[config.mk]
export PLATFORM = sky130hd
export DESIGN_NAME = vga_plot_arbiter_flat
export DESIGN_NICKNAME = d
export VERILOG_FILES = /design/src/rtl/vga_arb_pkg.sv /design/src/rtl/vga_plot_arbiter_if.sv /design/src/rtl/vga_rr_pick.sv /design/src/rtl/vga_plot_arbiter.sv /design/src/flat_wrapper.sv
export SDC_FILE = /design/constraint.sdc
export NUM_CORES = 1
export LEC_CHECK = 0
export ABC_CLOCK_PERIOD_IN_PS = 2800
export CAP_MARGIN = 5
export CORE_MARGIN = 2
export CORE_UTILIZATION = 40
export CTS_CLUSTER_SIZE = 10
export DETAILED_ROUTE_END_ITERATION = 12
export GPL_TIMING_DRIVEN = 0
export PLACE_DENSITY = 0.74
export SLEW_MARGIN = 20
export SYNTH_ARGS = -nofsm -noshare
export SYNTH_HDL_FRONTEND = slang
export SYNTH_SLANG_ARGS = --single-unit
[constraint.sdc]
create_clock -name clock -period 2.8 [get_ports clock]
set_input_delay 0.42 -clock clock [delete_from_list [all_inputs] [get_ports clock]]
set_output_delay 0.42 -clock clock [all_outputs]
set_load 0.05 [all_outputs]
[src/rtl/vga_arb_pkg.sv]
// vga_arb_pkg: shared widths, default screen size, arbiter state encoding and
// an on-screen test used by the vga_adapter plot arbiter.
package vga_arb_pkg;

  localparam int X_W       = 9;
  localparam int Y_W       = 8;
  localparam int COL_W     = 3;
  localparam int X_MAX_DEF = 320;
  localparam int Y_MAX_DEF = 240;

  typedef enum logic [1:0] {
    IDLE  = 2'b00,
    GRANT = 2'b01,
    GAP   = 2'b10
  } arb_state_t;

  // True when the pixel lies inside the visible x_max by y_max area.
  function automatic logic pix_on_screen(input logic [X_W-1:0] x,
                                         input logic [Y_W-1:0] y,
                                         input int             x_max,
                                         input int             y_max);
    pix_on_screen = (int'({1'b0, x}) < x_max) && (int'({1'b0, y}) < y_max);
  endfunction

endpackage

[src/rtl/vga_plot_arbiter_if.sv]
// vga_plot_arbiter_if: bundle between NUM_REQ pixel producers and the plot
// arbiter that drives the vga_adapter write port.
//   producer side : req, plot_in, last_in, x_in, y_in, color_in (packed per producer)
//   display side  : gnt, plot, X, Y, color, busy, timeout_err
// master = the producers, slave = the arbiter.
interface vga_plot_arbiter_if #(
  parameter int NUM_REQ = 3
) ();
  import vga_arb_pkg::*;

  logic [NUM_REQ-1:0]       req;
  logic [NUM_REQ-1:0]       plot_in;
  logic [NUM_REQ-1:0]       last_in;
  logic [X_W*NUM_REQ-1:0]   x_in;
  logic [Y_W*NUM_REQ-1:0]   y_in;
  logic [COL_W*NUM_REQ-1:0] color_in;

  logic [NUM_REQ-1:0]       gnt;
  logic                     plot;
  logic [X_W-1:0]           X;
  logic [Y_W-1:0]           Y;
  logic [COL_W-1:0]         color;
  logic                     busy;
  logic                     timeout_err;

  modport master (
    output req, plot_in, last_in, x_in, y_in, color_in,
    input  gnt, plot, X, Y, color, busy, timeout_err
  );

  modport slave (
    input  req, plot_in, last_in, x_in, y_in, color_in,
    output gnt, plot, X, Y, color, busy, timeout_err
  );

endinterface

[src/rtl/vga_rr_pick.sv]
// vga_rr_pick: combinational round-robin picker. Scans req starting one
// position after last_winner (wrapping) and returns the first requester.
//   req         : request vector
//   last_winner : index granted most recently
//   grant       : one-hot of the chosen requester (zero when none)
//   idx         : encoded index of the chosen requester
//   any         : at least one request is present
module vga_rr_pick import vga_arb_pkg::*; #(
  parameter int NUM_REQ = 3,
  parameter int IDX_W   = $clog2(NUM_REQ)
) (
  input  logic [NUM_REQ-1:0] req,
  input  logic [IDX_W-1:0]   last_winner,
  output logic [NUM_REQ-1:0] grant,
  output logic [IDX_W-1:0]   idx,
  output logic               any
);

  logic             found_s;
  logic             hit_s;
  logic [IDX_W-1:0] idx_s;

  // Rotating priority scan; the first hit after last_winner wins.
  always_comb begin : rr_scan
    int cand;
    found_s = 1'b0;
    hit_s   = 1'b0;
    idx_s   = '0;
    cand    = 0;
    for (int k = 1; k <= NUM_REQ; k++) begin
      cand    = (int'(last_winner) + k) % NUM_REQ;
      hit_s   = !found_s && req[cand];
      idx_s   = hit_s ? IDX_W'(cand) : idx_s;
      found_s = found_s | hit_s;
    end
  end

  assign idx   = idx_s;
  assign any   = found_s;
  assign grant = found_s ? ({{(NUM_REQ-1){1'b0}}, 1'b1} << idx_s) : {NUM_REQ{1'b0}};

endmodule

[src/rtl/vga_plot_arbiter.sv]
// vga_plot_arbiter: shares the single vga_adapter plot port among NUM_REQ
// pixel producers. One producer holds the grant for a whole burst; its pixels
// are clipped to X_MAX x Y_MAX and forwarded through one register stage.
// A burst ends on last, on a dropped req, or after TIMEOUT idle cycles.
//   clock, reset : system clock, asynchronous active-high reset
//   bus (slave)  : producer requests/pixels in, grant and vga_adapter write out
module vga_plot_arbiter import vga_arb_pkg::*; #(
  parameter int NUM_REQ = 3,
  parameter int TIMEOUT = 1024,
  parameter int X_MAX   = X_MAX_DEF,
  parameter int Y_MAX   = Y_MAX_DEF
) (
  input logic               clock,
  input logic               reset,
  vga_plot_arbiter_if.slave bus
);

  localparam int IDX_W = $clog2(NUM_REQ);
  localparam int WD_W  = $clog2(TIMEOUT) + 1;
  localparam logic [WD_W-1:0]  WD_LIM   = WD_W'(TIMEOUT - 1);
  localparam logic [IDX_W-1:0] LAST_RST = IDX_W'(NUM_REQ - 1);

  arb_state_t         state_r, state_nx_s;
  logic [NUM_REQ-1:0] gnt_r, gnt_nx_s;
  logic [IDX_W-1:0]   g_r, g_nx_s;
  logic [IDX_W-1:0]   last_winner_r, last_nx_s;
  logic [WD_W-1:0]    wd_r, wd_nx_s;
  logic               plot_r, plot_nx_s;
  logic [X_W-1:0]     x_r, x_nx_s;
  logic [Y_W-1:0]     y_r, y_nx_s;
  logic [COL_W-1:0]   col_r, col_nx_s;
  logic               busy_r;
  logic               terr_r, terr_nx_s;

  logic [NUM_REQ-1:0] pick_onehot_s;
  logic [IDX_W-1:0]   pick_idx_s;
  logic               pick_any_s;

  logic               plot_g_s, last_g_s, req_g_s;
  logic [X_W-1:0]     x_g_s;
  logic [Y_W-1:0]     y_g_s;
  logic [COL_W-1:0]   col_g_s;

  vga_rr_pick #(.NUM_REQ(NUM_REQ), .IDX_W(IDX_W)) u_pick (
    .req         (bus.req),
    .last_winner (last_winner_r),
    .grant       (pick_onehot_s),
    .idx         (pick_idx_s),
    .any         (pick_any_s)
  );

  // Select the granted producer's lane; all other lanes are ignored.
  always_comb begin
    plot_g_s = bus.plot_in[g_r];
    last_g_s = bus.last_in[g_r];
    req_g_s  = bus.req[g_r];
    x_g_s    = bus.x_in[g_r*X_W +: X_W];
    y_g_s    = bus.y_in[g_r*Y_W +: Y_W];
    col_g_s  = bus.color_in[g_r*COL_W +: COL_W];
  end

  // Next-state, grant, watchdog and pixel-stage logic.
  always_comb begin
    state_nx_s = state_r;
    gnt_nx_s   = gnt_r;
    g_nx_s     = g_r;
    last_nx_s  = last_winner_r;
    wd_nx_s    = wd_r;
    plot_nx_s  = 1'b0;
    x_nx_s     = x_r;
    y_nx_s     = y_r;
    col_nx_s   = col_r;
    terr_nx_s  = 1'b0;
    case (state_r)
      IDLE: begin
        if (pick_any_s) begin
          state_nx_s = GRANT;
          gnt_nx_s   = pick_onehot_s;
          g_nx_s     = pick_idx_s;
          last_nx_s  = pick_idx_s;
          wd_nx_s    = '0;
        end else begin
          state_nx_s = IDLE;
        end
      end
      GRANT: begin
        // Coordinates track the lane every cycle; only plot is qualified.
        x_nx_s    = x_g_s;
        y_nx_s    = y_g_s;
        col_nx_s  = col_g_s;
        plot_nx_s = plot_g_s & req_g_s & pix_on_screen(x_g_s, y_g_s, X_MAX, Y_MAX);
        // Release priority: last, then req drop, then watchdog.
        if (plot_g_s && last_g_s) begin
          state_nx_s = GAP;
          gnt_nx_s   = '0;
        end else if (!req_g_s) begin
          state_nx_s = GAP;
          gnt_nx_s   = '0;
        end else if (!plot_g_s && (wd_r >= WD_LIM)) begin
          state_nx_s = GAP;
          gnt_nx_s   = '0;
          terr_nx_s  = 1'b1;
        end else if (plot_g_s) begin
          wd_nx_s = '0;
        end else if (wd_r != {WD_W{1'b1}}) begin
          wd_nx_s = wd_r + WD_W'(1);
        end else begin
          wd_nx_s = wd_r;
        end
      end
      GAP: begin
        state_nx_s = IDLE;
        gnt_nx_s   = '0;
      end
      default: begin
        state_nx_s = IDLE;
        gnt_nx_s   = '0;
      end
    endcase
  end

  // State and output registers.
  always_ff @(posedge clock or posedge reset) begin
    if (reset) begin
      state_r       <= IDLE;
      gnt_r         <= '0;
      g_r           <= '0;
      last_winner_r <= LAST_RST;
      wd_r          <= '0;
      plot_r        <= 1'b0;
      x_r           <= '0;
      y_r           <= '0;
      col_r         <= '0;
      busy_r        <= 1'b0;
      terr_r        <= 1'b0;
    end else begin
      state_r       <= state_nx_s;
      gnt_r         <= gnt_nx_s;
      g_r           <= g_nx_s;
      last_winner_r <= last_nx_s;
      wd_r          <= wd_nx_s;
      plot_r        <= plot_nx_s;
      x_r           <= x_nx_s;
      y_r           <= y_nx_s;
      col_r         <= col_nx_s;
      busy_r        <= (state_nx_s != IDLE);
      terr_r        <= terr_nx_s;
    end
  end

  assign bus.gnt         = gnt_r;
  assign bus.plot        = plot_r;
  assign bus.X           = x_r;
  assign bus.Y           = y_r;
  assign bus.color       = col_r;
  assign bus.busy        = busy_r;
  assign bus.timeout_err = terr_r;

endmodule
[src/flat_wrapper.sv]
// flat-port wrapper written by rule: the top's interface ports become plain ports
module vga_plot_arbiter_flat import vga_arb_pkg::*;
#(
  parameter int NUM_REQ = 3,
  parameter int TIMEOUT = 1024,
  parameter int X_MAX   = X_MAX_DEF,
  parameter int Y_MAX   = Y_MAX_DEF
)
  (clock, reset, bus_req, bus_plot_in, bus_last_in, bus_x_in, bus_y_in, bus_color_in, bus_gnt, bus_plot, bus_X, bus_Y, bus_color, bus_busy, bus_timeout_err);
  vga_plot_arbiter_if #(.NUM_REQ(NUM_REQ)) bus_i ();
  input logic clock;
  input logic reset;
  input wire logic [$bits(bus_i.req)-1:0] bus_req;
  input wire logic [$bits(bus_i.plot_in)-1:0] bus_plot_in;
  input wire logic [$bits(bus_i.last_in)-1:0] bus_last_in;
  input wire logic [$bits(bus_i.x_in)-1:0] bus_x_in;
  input wire logic [$bits(bus_i.y_in)-1:0] bus_y_in;
  input wire logic [$bits(bus_i.color_in)-1:0] bus_color_in;
  output wire logic [$bits(bus_i.gnt)-1:0] bus_gnt;
  output wire logic [$bits(bus_i.plot)-1:0] bus_plot;
  output wire logic [$bits(bus_i.X)-1:0] bus_X;
  output wire logic [$bits(bus_i.Y)-1:0] bus_Y;
  output wire logic [$bits(bus_i.color)-1:0] bus_color;
  output wire logic [$bits(bus_i.busy)-1:0] bus_busy;
  output wire logic [$bits(bus_i.timeout_err)-1:0] bus_timeout_err;
  assign bus_i.req = bus_req;
  assign bus_i.plot_in = bus_plot_in;
  assign bus_i.last_in = bus_last_in;
  assign bus_i.x_in = bus_x_in;
  assign bus_i.y_in = bus_y_in;
  assign bus_i.color_in = bus_color_in;
  assign bus_gnt = bus_i.gnt;
  assign bus_plot = bus_i.plot;
  assign bus_X = bus_i.X;
  assign bus_Y = bus_i.Y;
  assign bus_color = bus_i.color;
  assign bus_busy = bus_i.busy;
  assign bus_timeout_err = bus_i.timeout_err;
  vga_plot_arbiter #(.NUM_REQ(NUM_REQ), .TIMEOUT(TIMEOUT), .X_MAX(X_MAX), .Y_MAX(Y_MAX)) u_core (.clock(clock), .reset(reset), .bus(bus_i));
endmodule
# Word-level counts from Yosys, hierarchy flattened
# Cells that the tools add are included.
# word_totals
register_bits,43
input_bits,71
output_inout_bits,26
wordCells,97
# classes
n_addsub,4
multipliers,2
n_div,3
magnitude_cmp,7
n_eq_ne,8
shifts,4
n_mux,40
bitwise,4
n_reduce_logical,14
# op_table
cell,n
"32-bit by 4-bit < comparator with 1-bit output, second input constant",3
"32-bit by 3-bit modulo with 32-bit output, second input constant",3
11-bit 2-to-1 mux,6
27-bit by 7-bit indexed part select with 9-bit output,1
24-bit by 6-bit indexed part select with 8-bit output,1
11-bit one-hot mux with 2 select lines,1
1-bit 2-to-1 mux,15
1-bit binary-select mux with 2-bit select,6
2-bit 2-to-1 mux,6
3-bit 2-to-1 mux,4
"11-bit by 1-bit adder with 11-bit output, second input constant",1
"11-bit by 10-bit greater-or-equal comparator with 1-bit output, second input constant",1
"11-bit inequality test, second input constant",1
"9-bit < comparator, second input constant",1
9-bit by 5-bit indexed part select with 3-bit output,1
"8-bit < comparator, second input constant",1
"2-bit by 2-bit adder with 3-bit output, second input constant",2
"2-bit by 4-bit multiplier with 6-bit output, second input constant",1
3-bit one-hot mux with 2 select lines,1
6-bit AND reduction,1
1-bit logical AND,5
"2-bit by 2-bit multiplier with 4-bit output, second input constant",1
"2-bit by 1-bit inequality test with 1-bit output, second input constant",2
"2-bit inequality test, second input constant",2
13 further kinds,19

# Depth between registers and ports, before layout
# Gate-level depths: netlist of the first run.
# logic_depth
depth_word,14
mapped_depth,11
depth_no_buf,8

# Hierarchy
# Synthesis of the first run repeated with hierarchy kept, for this count alone.
# hier_totals
cells_unflattened,293
area_unflattened_um2,2598.7
# modules_own_cells
module,instances,cells_each,area_per_inst_um2,seq_area_each_um2
vga_plot_arbiter,1,255,2359.8,1052.3
vga_rr_pick,1,38,239.0,0.0

# Worst setup path before layout of the first run
# Ideal clock, no wire load.
# synth_timing
path_type,register to register
start,register u_core.g_r[0]
end,register u_core.wd_r[7]
setup_ps,96
arrival_ps,2227
required_time_ps,2704
path_slack_ps,477
path_stages_with_launch,12
n_path_buf,3
synth_period_minus_slack_ps,2323
path_cell_list,dfrtp_1 > buf_6 > buf_2 > inv_1 > ha_1 > a22o_1 > a211oi_4 > a2bb2oi_2 > a21boi_4 > buf_8 > o21ai_2 > o31ai_1
# synth_between
elab_chain_len,7
elab_cells_between_ends,19
classes_between,eq/ne: 4; mux: 11; reduce/logical: 4
# synth_lines
element,line_no,rtl
from (decl),vga_plot_arbiter.sv:25,"logic [IDX_W-1:0] g_r, g_nx_s;"
from (signal assigned),vga_plot_arbiter.sv:139,g_r <= g_nx_s;
1-bit binary-select mux with 2-bit select,vga_plot_arbiter.sv:54,plot_g_s = bus.plot_in[g_r];
1-bit 2-to-1 mux (not written as such),vga_plot_arbiter.sv:54,
11-bit 2-to-1 mux,vga_plot_arbiter.sv:103,end else if (plot_g_s) begin
11-bit 2-to-1 mux,vga_plot_arbiter.sv:99,end else if (!plot_g_s && (wd_r >= WD_LIM)) begin
11-bit 2-to-1 mux,vga_plot_arbiter.sv:96,end else if (!req_g_s) begin
11-bit 2-to-1 mux,vga_plot_arbiter.sv:93,if (plot_g_s && last_g_s) begin
11-bit one-hot mux with 2 select lines,vga_plot_arbiter.sv:74,case (state_r)
to (signal assigned),vga_plot_arbiter.sv:141,wd_r <= wd_nx_s;
to (decl),vga_plot_arbiter.sv:27,"logic [WD_W-1:0] wd_r, wd_nx_s;"
# Parallel ways exist; a longest one is shown, timed or not. The select of a mux whose other input is x is not followed.
# A chain may end at the register's enable or synchronous reset.

# Worst setup path after layout of the first run
# Ends and elaborated chain as after synthesis.

==> summary.txt, run 1 <==
Status
  – Status: finished clean

Critical path
  – RR Startpoint: u_core.g_r[0]$_DFFE_PP0P_
  – Data arrival, critical path: 2.65 ns
  – Setup crit end kind: flop
  – Critical Path Source: u_core.g_r[0]$_DFFE_PP0P_
  – CP Class: flop to flop
  – CP required: 3.02 ns
  – CP Launch Type: flop
  – Max Fanout on Critical Path: 18

Timing
  – Hold WS: 0.433 ns
  – Endpoints failing setup: 0
  – Final Cycle Share: 86.8%
  – Fmax: 0.412 GHz
  – Max Slew Vio Count: 0
  – RSZ-0062 raised after global routing: false
  – Layout Skew: 0.00609 ns
  – Final Hold Viols: 0
  – Slew @ Worst Pin: 0.545 ns
  – Slew headroom: 63.5%
  – Clock period minus worst slack: 2.43 ns
  – Setup TNS: 0 ns

Layout
  – Most frequent cells in the layout: 96 x clkdlybuf4s50_1, 41 x dfrtp_1, 37 x nand2_1
  – Number of antenna diodes: 0
  – Layout net count: 455
  – Layout cells sized above 1: 9.71%
  – Final Util: 61.3%
  – Area growth syn-to-layout: 47.3%
  – Register area: 1050 um^2
  – Footprint of the multi-input gates: 1310 um^2
  – Fillcell total: 522
  – Commonest non-fill, non-tap cell in the layout: clkdlybuf4s50_1

Yosys
  – Synth Instances: 277
  – Register area share after synthesis: 42.5%
  – Yosys warnings: 0
  – Adder-cell share of the synthesized area: 2.02%
  – Synth Area in Compound Gates: 21.6%
  – Post-synthesis simple-gate area fraction: 18.2%
  – Post-synthesis mux area share: 10.8%
  – Register bit total from synthesis: 42
  – Unique masters post-synth: 52
  – Cell area after technology mapping: 2480 um^2
  – Avg Cell Area, Syn: 8.94 um^2
  – Mapped Nets: 352
  – Largest family of logic cells by synthesized area: compound AO/OA/AOI/OAI gates
  – Post-synthesis xor/xnor area fraction: 0.354%

Floorplan
  – Core area: 5960 um^2
  – I/O pins: 97
  – Num rows: 28
  – Die height: 82.7 um
  – Die area: 6840 um^2
  – Die width: 82.7 um
  – Initial Utilization: 41.6%

Drt
  – Vias: 2406
  – DRT Pass-1 Iters: 4
  – Via density per instance: 5.28
  – Antenna-violating nets left: 0
  – WL/cell: 15.3 um
  – WL final: 6.96 mm
  – Initial DRC Count: 94
  – DR DRC count: 0

Clocking
  – CTS root buf: clkbuf_8
  – Hold-fix buffers, CTS: 0
  – Post-CTS setup buffers: 0
  – Max Root-Sink Buffers: 2
  – Post-CTS resize count: 0
  – Worst-Skew Late Latency: 0.30 ns
  – CTS tree: done
  – Clock tree sinks: 42
  – Htree depth: 2
  – Clock buffer count from CTS: 5
  – CTS clk-pin slew, worst paths: 0.09 ns

Hold path
  – Hold WC Path Type: primary input to asynchronous set/reset pin

Pwr
  – Power density cells: 1030 nW/um^2
  – Worst VDD drop: 0.604 mV
  – Leak Pwr: 0.00156 uW

GRT
  – GRT Total Usage: 21.0%
  – Gr ovfl total: 0
  – Largest net degree at the start of global routing: 24
  – Vias in the first global route: 2287
  – First-pass GRT wire length: 11.0 mm
  – Antenna violations before repair: 0

Placement
  – GP Congestion: 0.812
  – I/O Buffers: 96
  – DP Wirelength: 5.36 mm

Run
  – Number of max-cap violations: 0
[logic make-up (layout without fill, tap and decap cells)]
group                      Yosys count  after routing
and+or+nand+nor                     99             99
buffers and inverters               24            128
muxes                               26             26
adders and majority gates            4              4
DFF                                 42             42
xor gates and xnor gates             1              1
AOI/OAI and AO/OA                   81             81
[layer usage]
layer,routed length [um],track usage (%),vias to the layer above
met3,696,5.11,7
li1,-,-,1185
met2,3070,34.8,82
met1,3140,28.3,1132
met5,0,0,-
met4,57,3.93,0
[worst max-delay path, stage by stage (launching register included)]
cell	delay, ns
dfrtp_1	0.37
buf_6	0.23
inv_1	0.12
ha_1	0.26
a22o_1	0.23
a211oi_4	0.28
a2bb2oi_2	0.29
a21boi_4	0.26
buf_8	0.17
o21ai_2	0.06
o31ai_1	0.06
[path summary, 6_finish.rpt]
path | slack [ns] | depth (start not counted) | end
hold / removal | 0.43 | 2 | u_core.bus.X[4]$_DFFE_PP0P_
min in group clock | 0.49 | 2 | u_core.bus.color[1]$_DFFE_PP0P_
setup reg to reg | 0.37 | 10 | u_core.wd_r[7]$_DFFE_PP0P_
hold reg to reg | 0.49 | 2 | u_core.bus.color[1]$_DFFE_PP0P_
setup / recovery | 0.37 | 10 | u_core.wd_r[7]$_DFFE_PP0P_
max in group asynchronous | 1.82 | 3 | u_core.last_winner_r[1]$_DFFE_PP1P_
[power breakdown]
group,internal (uW),total [uW],switching [uW]
Combinational,875,2400,1530
Clock,180,420,240
Sequential,823,940,117
[cell usage after synthesis (all sizes together)]
| cell | count | area share [%] |
|---|---|---|
| nand3 | 6 | 1.4 |
| inv | 10 | 1.5 |
| clkbuf | 7 | 1.1 |
| xnor2 | 1 | 0.35 |
| a31oi | 4 | 1.0 |
| or2b | 2 | 0.66 |
| a211oi | 1 | 0.81 |
| o2111a | 1 | 0.45 |
| a22o | 1 | 0.35 |
| or2 | 2 | 0.51 |
| a41oi | 1 | 0.35 |
| and3 | 6 | 1.5 |
| nand3b | 2 | 0.61 |
| and2 | 2 | 0.50 |
| nor2 | 32 | 4.8 |
| o31ai | 1 | 0.30 |
| nand2 | 39 | 6.1 |
| nor2b | 1 | 0.25 |
| o32ai | 1 | 0.35 |
| o21ai | 34 | 8.1 |
| ha | 4 | 2.0 |
| mux2i | 24 | 9.7 |
| dfrtp | 41 | 41 |
| o2bb2ai | 1 | 0.35 |
| and4 | 1 | 0.35 |
| o211a | 1 | 0.40 |
| a21oi | 24 | 4.8 |
| nor4 | 2 | 0.50 |
| a2bb2oi | 3 | 1.3 |
| buf | 7 | 2.0 |
| nor3 | 2 | 0.40 |
| mux2 | 2 | 1.1 |
| a21boi | 1 | 0.76 |
| dfstp | 1 | 1.1 |
| a21o | 3 | 1.0 |
| nand4 | 2 | 0.50 |
| o22a | 1 | 0.35 |
| o22ai | 2 | 0.50 |
| a31o | 1 | 0.35 |
[area by class of cell]
class | instances | share of cell area [%]
Buffer | 13 | 1.95
Timing Repair Buffer | 97 | 27.1
Tap cell | 75 | 2.57
Multi-Input combinational cell | 211 | 35.9
Sequential cell | 42 | 28.8
Clock buffer | 5 | 1.89
Inverter | 10 | 1.03
Clock inverter | 3 | 0.686
[registers in the layout (all words and copies together), names as in the netlist]
signal	count
u_core.bus.timeout_err	1
u_core.bus.busy	1
u_core.bus.color	3
u_core.state_r	2
u_core.bus.Y	8
u_core.bus.X	9
u_core.bus.plot	1
u_core.g_r	2
u_core.wd_r	11
u_core.bus.gnt	3
u_core.last_winner_r	1
[per-stage QoR]
stage | total power (uW) | setup WS [ns] | cells | instance area [um^2]
after floorplan | 2610 | 0.477 | 277 | 2480
final | 3760 | 0.370 | 456 | 3650
after detailed placement | 3370 | 0.115 | 449 | 3560
after global routing | 4030 | 0.175 | 456 | 3650
after global placement | 3320 | 0.150 | 448 | 3530
after CTS | 3790 | 0.100 | 457 | 3650
Note: power is estimated with default switching activity, not from simulation.
==> run 2, diff against run 1 <==
- CAP_MARGIN: 5 -> 15
- CTS_CLUSTER_SIZE: 10 -> 16
- PLACE_DENSITY: 0.74 -> 0.71
==> summary.txt, run 2 (synthesis results as in run 1) <==
Status
  – Status: finished clean

Critical path
  – Critical Path Source: u_core.g_r[0]$_DFFE_PP0P_
  – CP Class: flop to flop
  – Slowest cell on crit path: dfrtp_1
  – Worst Setup EP: u_core.wd_r[7]$_DFFE_PP0P_
  – CP Launch Type: flop
  – Worst path depth: 10
  – Crit-path max cell delay: 0.37 ns
  – Crit path max-delay family: compound AO/OA/AOI/OAI gates
  – CP required: 2.99 ns
  – R2R setup slack: 0.34 ns
  – CP Cell Sequence: buf_6, inv_1, ha_1, a22o_1, a211oi_4, a2bb2oi_2, a21boi_4, buf_8, o21ai_2, o31ai_1
  – Data arrival, critical path: 2.65 ns
  – R2R cell count: 10
  – Setup crit end kind: flop
  – Max Fanout on Critical Path: 18
  – RR Startpoint: u_core.g_r[0]$_DFFE_PP0P_
  – R2r endpoint: u_core.wd_r[7]$_DFFE_PP0P_
  – Crit path buf inv count: 3

Placement
  – Place WS: 0.103 ns
  – GP Congestion: 0.830
  – DP Wirelength: 5.31 mm
  – I/O Buffers: 96

Drt
  – Via density per instance: 5.29
  – WL final: 6.86 mm
  – Antenna-violating nets left: 0
  – Vias: 2411
  – Initial DRC Count: 137
  – DRT Pass-1 Iters: 4
  – DR DRC count: 0
  – WL/cell: 15.0 um

Floorplan
  – Die area: 6840 um^2
  – I/O pins: 97
  – Core area: 5960 um^2
  – Die width: 82.7 um
  – Initial Utilization: 41.6%
  – Die height: 82.7 um
  – Num rows: 28

Timing
  – RSZ-0062 raised after global routing: false
  – Slew headroom: 64.0%
  – Final setup margin: 0.344 ns
  – Layout Skew: 0.00417 ns
  – Final Hold Viols: 0
  – Fmax: 0.407 GHz
  – Endpoints failing setup: 0
  – Clock period minus worst slack: 2.46 ns
  – Setup TNS: 0 ns
  – Slew @ Worst Pin: 0.541 ns
  – Final Cycle Share: 87.7%
  – Max Slew Vio Count: 0

Pwr
  – Leak Pwr: 0.00157 uW
  – Total power: 3800 uW
  – Worst VDD drop: 0.569 mV
  – Power density cells: 1040 nW/um^2

Clocking
  – CTS root buf: clkbuf_8
  – CTS tree: done
  – Worst-Skew Late Latency: 0.29 ns
  – Clock buffer count from CTS: 5
  – Hold-fix buffers, CTS: 0
  – Clock tree sinks: 42
  – CTS clk-pin slew, worst paths: 0.08 ns
  – Max Root-Sink Buffers: 2
  – Htree depth: 2

Layout
  – Commonest non-fill, non-tap cell in the layout: clkdlybuf4s50_1
  – Layout cells sized above 1: 9.71%
  – Most frequent cells in the layout: 96 x clkdlybuf4s50_1, 41 x dfrtp_1, 37 x nand2_1
  – Number of antenna diodes: 0
  – Area growth syn-to-layout: 47.6%
  – Largest register FFs: 11
  – Layout net count: 455
  – Biggest register: u_core.wd_r

Run
  – Number of max-cap violations: 0

Hold path
  – Hold WC Path Type: primary input to asynchronous set/reset pin

GRT
  – Gr ovfl total: 0
  – First-pass GRT wire length: 10.9 mm
  – Antenna violations before repair: 0
  – GRT Total Usage: 20.9%
  – Largest net degree at the start of global routing: 29
  – Vias in the first global route: 2268
[run 2: cell types whose count changed in the layout (fill, tap and decap cells not counted), sizes merged]
| cell | before | now |
|---|---|---|
| bufinv | 0 | 1 |
| clkinv | 1 | 2 |
| clkinvlp | 1 | 0 |
| inv | 11 | 10 |
[run 2: stage by stage]
step | hold WS (ns) | instance area, um^2 | instances | utilization, %
2_1_floorplan | 0.454 | 2480 | 277 | -
3_3_place_gp | 0.463 | 3530 | 448 | 59.3
3_5_place_dp | 0.471 | 3550 | 449 | 59.6
4_1_cts | 0.419 | 3660 | 457 | 61.5
5_1_grt | 0.447 | 3660 | 456 | 61.4
6_report | 0.412 | 3660 | 456 | 61.4
[run 2: worst min path at each step]
stage	start	to	cells past startpoint
final	reset	u_core.bus.timeout_err$_DFF_PP0_	2
after CTS	reset	u_core.bus.timeout_err$_DFF_PP0_	2
after global placement	u_core.bus.Y[6]$_DFFE_PP0P_	u_core.bus.Y[6]$_DFFE_PP0P_	2
after global routing	reset	u_core.wd_r[2]$_DFFE_PP0P_	2
after floorplan	u_core.wd_r[10]$_DFFE_PP0P_	u_core.wd_r[10]$_DFFE_PP0P_	1
after detailed placement	u_core.bus.X[6]$_DFFE_PP0P_	u_core.bus.X[6]$_DFFE_PP0P_	2
[run 2: routing by layer]
metal | GRT usage (%) | part of all wire, %
met1 | 27.5 | 44
met2 | 35.2 | 47
met3 | 5.00 | 8.8
met4 | 4.43 | 0.71
met5 | 0 | 0
[run 2: cell type report]
type	count	area [um^2]
Fill cell	541	2300
Multi-Input combinational cell	211	1310
Sequential cell	42	1050
Timing Repair Buffer	97	981
Tap cell	75	93.8
Buffer	13	71.3
Clock buffer	5	68.8
Clock inverter	3	40.0
Inverter	10	37.5
[run 2: power by group]
group,internal [uW],total (uW),switching [uW]
clock,263,473,210
sequential,824,945,121
combinational,873,2380,1510
[run 2: timing repair]
| action | 4_1_cts | 5_1_grt |
|---|---|---|
| setup endpoints to repair | 0 | 10 |
| buffers inserted | 0 | 0 |
| hold endpoints to repair | 0 | 0 |
| resized for setup | 0 | 0 |
==> run 3, diff against run 2 <==
- ABC_AREA: default -> 1
- PLACE_DENSITY: 0.71 -> 0.7
==> summary.txt, run 3 <==
Yosys
  – Unique masters post-synth: 34
  – Register bit total from synthesis: 42
  – Most frequent cell after synthesis: nand2_1
  – Synth Instances: 358
  – Synth top area share: 38.5%
  – Synth area leader: dfrtp_1
  – Avg Cell Area, Syn: 7.45 um^2
  – Yosys warnings: 0
  – Number of synthesized flops with an enable pin: 0
  – Cell area after technology mapping: 2670 um^2
  – Synth top area cells: dfrtp_1 38%, nand2_1 11%, nor2_1 8.6%
  – Mapped Nets: 433
  – Top_reg_cell synth: dfrtp_1
  – Fraction of registers with async set/reset: 100%
  – Register area share after synthesis: 39.4%
  – Synth cell count leaders: 81 x nand2_1, 61 x nor2_1, 41 x dfrtp_1, 28 x o21ai_0, 24 x nand3_1

GRT
  – First-pass GRT wire length: 12.8 mm
  – Antenna violations before repair: 0
  – GRT Total Usage: 21.8%
  – Gr ovfl total: 0
  – Largest net degree at the start of global routing: 30
  – Vias in the first global route: 2762

Pwr
  – Power density cells: 1130 nW/um^2
  – Leak Pwr: 0.00177 uW
  – Worst VDD drop: 0.687 mV

Clocking
  – CTS clk-pin slew, worst paths: 0.09 ns
  – Clock tree sinks: 42
  – Post-CTS setup buffers: 0
  – Clock buffer count from CTS: 5
  – Worst-Skew Late Latency: 0.30 ns
  – CTS tree: done
  – Htree depth: 2
  – Max Root-Sink Buffers: 2
  – CTS root buf: clkbuf_8

Placement
  – GP Congestion: 0.900
  – I/O Buffers: 96
  – Place WS: 0.108 ns
  – DP Wirelength: 5.88 mm

Timing
  – Final setup margin: 0.417 ns
  – Layout Skew: 0.00858 ns
  – Clock period minus worst slack: 2.38 ns
  – Final Hold Viols: 0
  – Slew headroom: 65.1%
  – Setup TNS: 0 ns
  – Endpoints failing setup: 0
  – Fmax: 0.420 GHz
  – Max Slew Vio Count: 0
  – RSZ-0062 raised after global routing: false
  – Slew @ Worst Pin: 0.522 ns
  – Final Cycle Share: 85.1%

Layout
  – Largest register FFs: 11
  – Layout net count: 536
  – Number of antenna diodes: 0
  – Footprint of the multi-input gates: 1400 um^2
  – Register area: 1050 um^2
  – Commonest non-fill, non-tap cell in the layout: clkdlybuf4s50_1
  – Layout cells sized above 1: 11.9%
  – Biggest register: u_core.wd_r
  – Area growth syn-to-layout: 45.4%
  – Fillcell total: 591
  – Most frequent cells in the layout: 96 x clkdlybuf4s50_1, 81 x nand2_1, 61 x nor2_1

Critical path
  – Slowest cell on crit path: dfrtp_1
  – Critical Path Most Common Cell: nand2_1
  – Crit path max-delay family: buffers and inverters
  – RR Startpoint: u_core.g_r[0]$_DFFE_PP0P_
  – Setup crit end kind: flop
  – CP Class: flop to flop
  – Data arrival, critical path: 2.58 ns
  – CP Cell Sequence: buf_6, inv_4, buf_2, ha_1, inv_1, nand2_1, nand2_1, a21oi_1, nand3_1, nand2_2, nand2_4, buf_12, nand2_2, nand2_1
  – Critical Path Source: u_core.g_r[0]$_DFFE_PP0P_
  – CP required: 2.99 ns
  – Crit path buf inv count: 5
  – Max Fanout on Critical Path: 20
  – R2R cell count: 14
  – R2R setup slack: 0.42 ns
  – R2r endpoint: u_core.wd_r[6]$_DFFE_PP0P_
  – Crit-path max cell delay: 0.41 ns
  – CP Launch Type: flop

Drt
  – Initial DRC Count: 132
  – Via density per instance: 5.05
  – Antenna-violating nets left: 0
  – WL/cell: 14.2 um
  – DR DRC count: 0
  – DRT Pass-1 Iters: 4
  – WL final: 7.66 mm
  – Vias: 2724

Floorplan
  – Core area: 6390 um^2
  – Initial Utilization: 41.8%
  – Die height: 85.7 um
  – Die area: 7340 um^2
  – Num rows: 29
  – I/O pins: 97
  – Die width: 85.7 um

Run
  – Number of max-cap violations: 0

Status
  – Status: finished clean

Hold path
  – Hold WC Path Type: primary input to asynchronous set/reset pin
[run 3: logic make-up (layout without fill, tap and decap cells)]
group | Yosys count | count (layout) | synth area share (%)
flops | 42 | 42 | 39.4
fa+ha+maj | 4 | 4 | 1.88
compound gates | 55 | 55 | 11.4
buf+inv | 42 | 146 | 7.93
simple gates | 210 | 210 | 37.7
xor+xnor | 5 | 5 | 1.64
[run 3: per-stage QoR]
stage / cell area (um^2) / power (uW) / util, % / hold slack [ns] / instances
floorplan: 2670 / 2990 / - / 0.476 / 358
global placement: 3720 / 3780 / 58.3 / 0.463 / 531
detailed placement: 3740 / 3820 / 58.6 / 0.466 / 532
CTS: 3880 / 4420 / 60.8 / 0.398 / 540
global route: 3880 / 4690 / 60.7 / 0.412 / 539
finish: 3880 / 4380 / 60.7 / 0.394 / 539
[run 3: layout make-up]
type,instances,area share [%]
Tap cell,77,2.48
Timing Repair Buffer,97,25.3
Inverter,26,2.65
Multi-Input combinational cell,274,36.2
Clock buffer,5,1.77
Sequential cell,42,27.1
Buffer,15,2.71
Clock inverter,3,1.77
[run 3: what timing repair did]
item | 4_1_cts | 5_1_grt
setup endpoints to repair | 0 | 14
gates resized for setup | 0 | 0
hold buffers | 0 | 0
[run 3: worst register-to-register path: cells and delay by family (launching register included)]
kind                       cells  cell delay [ns]
DFF                            1             0.41
buffers and inverters          5             0.78
AOI/OAI and AO/OA              1             0.26
adders and majority gates      1             0.29
and+or+nand+nor                7             0.55
[run 3: worst max path at each step]
stage,to,slack (ns),depth (start not counted)
after floorplan,u_core.wd_r[6]$_DFFE_PP0P_,0.60,15
after CTS,u_core.wd_r[6]$_DFFE_PP0P_,0.1,15
final,u_core.wd_r[6]$_DFFE_PP0P_,0.42,14
after global placement,u_core.wd_r[7]$_DFFE_PP0P_,0.12,15
after global routing,u_core.wd_r[8]$_DFFE_PP0P_,0.24,13
after detailed placement,u_core.wd_r[6]$_DFFE_PP0P_,0.11,15
[run 3: power by group]
part           switching (uW)  internal, uW
clock                     225           357
combinational            1880           969
sequential                112           835
total                    2220          2160
[run 3: routing by layer]
layer | share of wire (%) | global-route usage, % | up-vias | wire [um]
met1 | 44 | 27.6 | 1255 | 3350
li1 | - | - | 1373 | -
met2 | 49 | 38.3 | 82 | 3740
met3 | 5.4 | 3.08 | 14 | 415
met4 | 2.1 | 6.93 | 0 | 163
met5 | 0 | 0 | - | 0
